`config.mk`:
```
export PLATFORM = sky130hd
export DESIGN_NAME = cr16_flag_stack
export DESIGN_NICKNAME = d
export VERILOG_FILES = /design/src/rtl/cr16_pkg.sv /design/src/rtl/cr16_reg.sv /design/src/rtl/cr16_flag_stack.sv
export SDC_FILE = /design/constraint.sdc
export NUM_CORES = 1
export LEC_CHECK = 0
export CAP_MARGIN = 20
export CORE_MARGIN = 1
export CORE_UTILIZATION = 53
export DETAILED_ROUTE_END_ITERATION = 7
export GPL_TIMING_DRIVEN = 0
export PLACE_DENSITY = 0.82
export REMOVE_ABC_BUFFERS = 1
export SLEW_MARGIN = 20
export SYNTH_ARGS = -nofsm -noshare
export SYNTH_HDL_FRONTEND = slang
export SYNTH_SLANG_ARGS = --single-unit
```
`constraint.sdc`:
```
create_clock -name I_CLK -period 2.5 [get_ports I_CLK]
set_input_delay 0.5 -clock I_CLK [delete_from_list [all_inputs] [get_ports I_CLK]]
set_output_delay 0.5 -clock I_CLK [all_outputs]
set_load 0.005 [all_outputs]
```
`src/rtl/cr16_pkg.sv`:
```
// Shared CR16 definitions: flag bit positions, default flag width and
// the push/pop request decode used by the flag stack.
package cr16_pkg;

    localparam int CR16_FLAG_W = 5;

    localparam int FLAG_C = 0;
    localparam int FLAG_L = 1;
    localparam int FLAG_F = 2;
    localparam int FLAG_Z = 3;
    localparam int FLAG_N = 4;

    // Encoding is {pop, push}
    typedef enum logic [1:0] {
        STK_IDLE = 2'b00,
        STK_PUSH = 2'b01,
        STK_POP  = 2'b10,
        STK_BOTH = 2'b11
    } stk_op_e;

    function automatic stk_op_e stk_decode(input logic push, input logic pop);
        return stk_op_e'({pop, push});
    endfunction

endpackage

```
`src/rtl/cr16_reg.sv`:
```
// Generic register with asynchronous active-low clear.
module cr16_reg #(
    parameter int P_WIDTH = 1
) (
    input  logic               clk,
    input  logic               rst_n,
    input  logic [P_WIDTH-1:0] d,
    output logic [P_WIDTH-1:0] q
);

    always_ff @(posedge clk or negedge rst_n) begin
        if (!rst_n) q <= '0;
        else        q <= d;
    end

endmodule

```
`src/rtl/cr16_flag_stack.sv`:
```
// Live CPU flag register with a small save/restore stack and sticky
// overflow/underflow error flags.
module cr16_flag_stack
    import cr16_pkg::*;
#(
    parameter int P_FLAG_WIDTH = CR16_FLAG_W,
    parameter int P_DEPTH      = 4
) (
    input  logic                         I_CLK,
    input  logic                         I_NRESET,
    input  logic                         I_ENABLE,
    input  logic [P_FLAG_WIDTH-1:0]      I_MASK,
    input  logic [P_FLAG_WIDTH-1:0]      I_FLAGS,
    input  logic                         I_PUSH,
    input  logic                         I_POP,
    input  logic                         I_CLEAR_ERR,
    output logic [P_FLAG_WIDTH-1:0]      O_FLAGS,
    output logic [$clog2(P_DEPTH+1)-1:0] O_DEPTH,
    output logic                         O_EMPTY,
    output logic                         O_FULL,
    output logic                         O_OVERFLOW,
    output logic                         O_UNDERFLOW
);

    localparam int DW = $clog2(P_DEPTH + 1);
    localparam int IW = (P_DEPTH > 1) ? $clog2(P_DEPTH) : 1;

    logic [P_FLAG_WIDTH-1:0] flags_q, flags_d;
    logic [P_FLAG_WIDTH-1:0] stack_q [P_DEPTH];
    logic [P_FLAG_WIDTH-1:0] stack_d [P_DEPTH];
    logic [DW-1:0]           depth_q, depth_d;
    logic                    ovf_q, ovf_d;
    logic                    unf_q, unf_d;

    logic          empty, full;
    logic          push_eff, pop_eff;
    logic          ovf_set, unf_set;
    logic [IW-1:0] wr_idx, rd_idx;
    stk_op_e       op;

    assign empty  = (depth_q == '0);
    assign full   = (depth_q == DW'(P_DEPTH));
    assign wr_idx = IW'(depth_q);
    assign rd_idx = IW'(depth_q - DW'(1));

    always_comb begin
        op       = stk_decode(I_PUSH, I_POP);
        push_eff = 1'b0;
        pop_eff  = 1'b0;
        ovf_set  = 1'b0;
        unf_set  = 1'b0;
        case (op)
            STK_PUSH: begin
                push_eff = !full;
                ovf_set  = full;
            end
            STK_POP: begin
                pop_eff = !empty;
                unf_set = empty;
            end
            default: ;
        endcase

        depth_d = depth_q;
        if (push_eff)     depth_d = depth_q + DW'(1);
        else if (pop_eff) depth_d = depth_q - DW'(1);

        // A restore overrides any concurrent ALU write
        flags_d = flags_q;
        if (pop_eff)       flags_d = stack_q[rd_idx];
        else if (I_ENABLE) flags_d = (flags_q & ~I_MASK) | (I_FLAGS & I_MASK);

        stack_d = stack_q;
        if (push_eff) stack_d[wr_idx] = flags_q;

        ovf_d = ovf_set | (ovf_q & ~I_CLEAR_ERR);
        unf_d = unf_set | (unf_q & ~I_CLEAR_ERR);
    end

    cr16_reg #(
        .P_WIDTH (P_FLAG_WIDTH)
    ) u_flags_reg (
        .clk   (I_CLK),
        .rst_n (I_NRESET),
        .d     (flags_d),
        .q     (flags_q)
    );

    always_ff @(posedge I_CLK or negedge I_NRESET) begin
        if (!I_NRESET) begin
            depth_q <= '0;
            ovf_q   <= 1'b0;
            unf_q   <= 1'b0;
        end else begin
            depth_q <= depth_d;
            ovf_q   <= ovf_d;
            unf_q   <= unf_d;
        end
    end

    // Storage is logically emptied by the depth reset; contents are kept
    always_ff @(posedge I_CLK) begin
        stack_q <= stack_d;
    end

    assign O_FLAGS     = flags_q;
    assign O_DEPTH     = depth_q;
    assign O_EMPTY     = empty;
    assign O_FULL      = full;
    assign O_OVERFLOW  = ovf_q;
    assign O_UNDERFLOW = unf_q;

endmodule
```
==> flow_summary_export.csv <==
group,metric,value,unit
job,drv_cap,0,
drt,antenna_left,0,
synthesis,synthMuxAreaShare,0.122,
grt,grt_use_total,0.223,
synthesis,syn_area,0.00134,sq mm
floorplanning,die_area,0.00273,sq mm
place,place_congestion,0.743,
clocking,root_buffer,"clkbuf_4",
drt,drt_wl_total,2600,um
cells_and_area,area_growth,28.8,%
synthesis,synth_edf_count,20,
cells_and_area,multi_input_area,437,sq um
grt,grt_pass1_wl,4040,um
cells_and_area,n_antenna_cell,0,
drt,drc,0,
floorplanning,core,0.00230,sq mm
place,dpl.hpwl,1880,um
setup_path,critPathLaunch,"O_DEPTH[1]",
drt,viasPerCell,5.37,
grt,overflow,0,
synthesis,synth_top_area_frac,0.449,
grt,antenna_found_initial,0,
cells_and_area,fin_area,0.00172,sq mm
setup_path,critPathMaxFanout,5,
sta,slew_headroom,0.654,
clocking,numCtsBuffers,5,
floorplanning,die_h,52.2,um
grt,grt_max_degree,13,
cells_and_area,fillerInstances,168,
synthesis,yosys-top-cells-count,"20 x edfxtp_1, 11 x nand2_1, 10 x dfrtp_1",
cells_and_area,layout.nets,147,
sta,rsz0062_at_grt,"no",
sta,timing.hold.ws,508,ps
sta,fin_crit_sh,0.938,
setup_path,required,2000,ps
sta,tightest_slew,517,ps
setup_path,r2r-start,"O_DEPTH[1]",
cells_and_area,final_cells,154,
synthesis,postSynthCellCount,90,
sta,layout_min_cycle_time,2350,ps
pwr,irDropWorstVdd,0.000852,V
sta,max_freq,426,MHz
clocking,htreeDepth,2,
pwr,p_leak,0.000684,uW
synthesis,yosys.area_share.simple,0.0787,
setup_path,worst-endpoint-arrival,1850,ps
cells_and_area,final-seq-area,852,sq um
floorplanning,die_x,52.2,um
place,placed_area,0.00162,sq mm
floorplanning,rows,17,
drt,dr.pass1.iters,4,
synthesis,ys_ff_latch,30,
clocking,clockBufferDepth,2,
synthesis,synth_xor_xnor_area_share,0.0131,
synthesis,synth-main-ff-cell,"edfxtp_1",
clocking,clock_latency,310,ps
place,port_buffers,27,
synthesis,synth-compound-area-share,0.0571,
drt,vias,827,
drt,wl_per_cell,16.9,um
sta,slew_viol_final,0,
sta,finalHoldViolCount,0,
synthesis,yosysUniqueCellTypes,22,
worst_hold_path,hp-class,"in -> async",
sta,finClkSkew,1.29,ps
clocking,cts_tree,"built",
synthesis,synth_area_leaders,"edfxtp_1 45%, dfrtp_1 19%, mux4_2 8.4%",
sta,fin_setup_tns,0,ps
synthesis,yosys_warnings,0,
floorplanning,initial_core_util,0.582,
synthesis,async_flop_share,0.333,
clocking,clkTransAtPathRegs,90,ps
clocking,cts.sink_count,30,
grt,grt_pass1_vias,839,
drt,drtIter0Drc,11,
setup_path,crit_type,"reg -> out",
synthesis,synth_most_common_cell,"edfxtp_1",
sta,setup_violations,0,
outcome,outcome,"complete, no violations",
place,place_inst,143,
synthesis,synth_top_family_by_area,"multiplexers",
synthesis,synthAdderAreaFrac,0.0562,
floorplanning,ios,28,
setup_path,cp-start-kind,"flip-flop",
synthesis,synth_top_area_cell,"edfxtp_1",
synthesis,yosysSeqAreaShare,0.637,
cells_and_area,drive_gt1_frac,0.175,
setup_path,end_kind,"output pin",
pwr,p_per_area,1060,mW/mm^2
synthesis,avgSynthCellArea,14.8,sq um
-- critical path, cell delays in order (launching register included) --
cell	delay, ps
dfrtp_1	440
inv_1	130
ha_1	240
nand2b_2	110
inv_2	110
clkdlybuf4s50_1	510
-- placed cells by master (no fill, tap or decap) --
master | netlist | final
a21oi_2 | 1 | 1
a22oi_2 | 1 | 1
and2_1 | 3 | 3
buf_4 | 0 | 3
clkbuf_4 | 0 | 5
clkbuf_8 | 0 | 3
clkdlybuf4s50_1 | 0 | 27
dfrtp_1 | 10 | 9
dfrtp_2 | 0 | 1
edfxtp_1 | 20 | 20
ha_1 | 6 | 6
inv_1 | 6 | 6
inv_2 | 1 | 1
mux2i_1 | 5 | 5
mux4_2 | 5 | 5
nand2_1 | 11 | 11
nand2b_1 | 2 | 2
nand2b_2 | 1 | 1
nor2_1 | 2 | 2
nor2_4 | 1 | 1
nor3_1 | 1 | 1
o21ai_0 | 2 | 2
o21ai_1 | 5 | 5
o22ai_1 | 2 | 2
o31ai_1 | 1 | 1
xnor2_1 | 2 | 2
-- final cells by class --
type	instances	share of cell area
Timing Repair Buffer	30	0.170
Inverter	7	0.0153
Tap cell	28	0.0203
Multi-Input combinational cell	51	0.254
Sequential cell	30	0.495
Clock buffer	8	0.0458
-- where the power goes --
group	internal, uW	total, uW	switching, uW
combinational	389	674	285
sequential	691	799	108
clock	192	350	158
-- per-layer routing --
layer	GRT usage	vias up	share of wire	wire, um
met5	0	-	0	0
met4	0.0789	0	0.0046	12
met3	0.0609	2	0.027	69
met2	0.380	16	0.57	1470
met1	0.272	415	0.40	1040
li1	-	394	-	-
-- worst paths after layout --
| kind | endpoint | slack [ps] | cells past startpoint |
|---|---|---|---|
| worst max-delay path | O_EMPTY | 150 | 5 |
| worst min-delay path | async pin | 510 | 1 |
| worst max register to register | stack_q[4] | 710 | 4 |
| worst min register to register | O_DEPTH[2] | 550 | 1 |
| max in group asynchronous | O_DEPTH[0] | 1640 | 1 |
| min in group I_CLK | O_DEPTH[2] | 550 | 1 |
-- repair_timing --
item                                   CTS  global route
endpoints found under the hold margin    0             0
resized for setup                        1             0
buffers inserted                         0             3
pin swaps                                0             0
hold buffers                             0             0
setup endpoints to repair                2             2
gates cloned                             0             0
-- metrics by stage --
stage               total power [uW]  utilization  worst slack (ps)
floorplan                       1150            -               698
detailed placement              1450        0.705               241
finish                          1820        0.749               154
global placement                1420        0.705               278
CTS                             1810        0.740              25.9
global route                    1940        0.749              50.5
-- logic make-up after synthesis --
family                     count (synthesis)
muxes                                     10
DFF                                       30
buffers and inverters                      9
AOI/OAI and AO/OA                         12
adders and majority gates                  6
and+or+nand+nor                           21
xor gates and xnor gates                   2
Note: power is estimated with default switching activity, not from simulation.
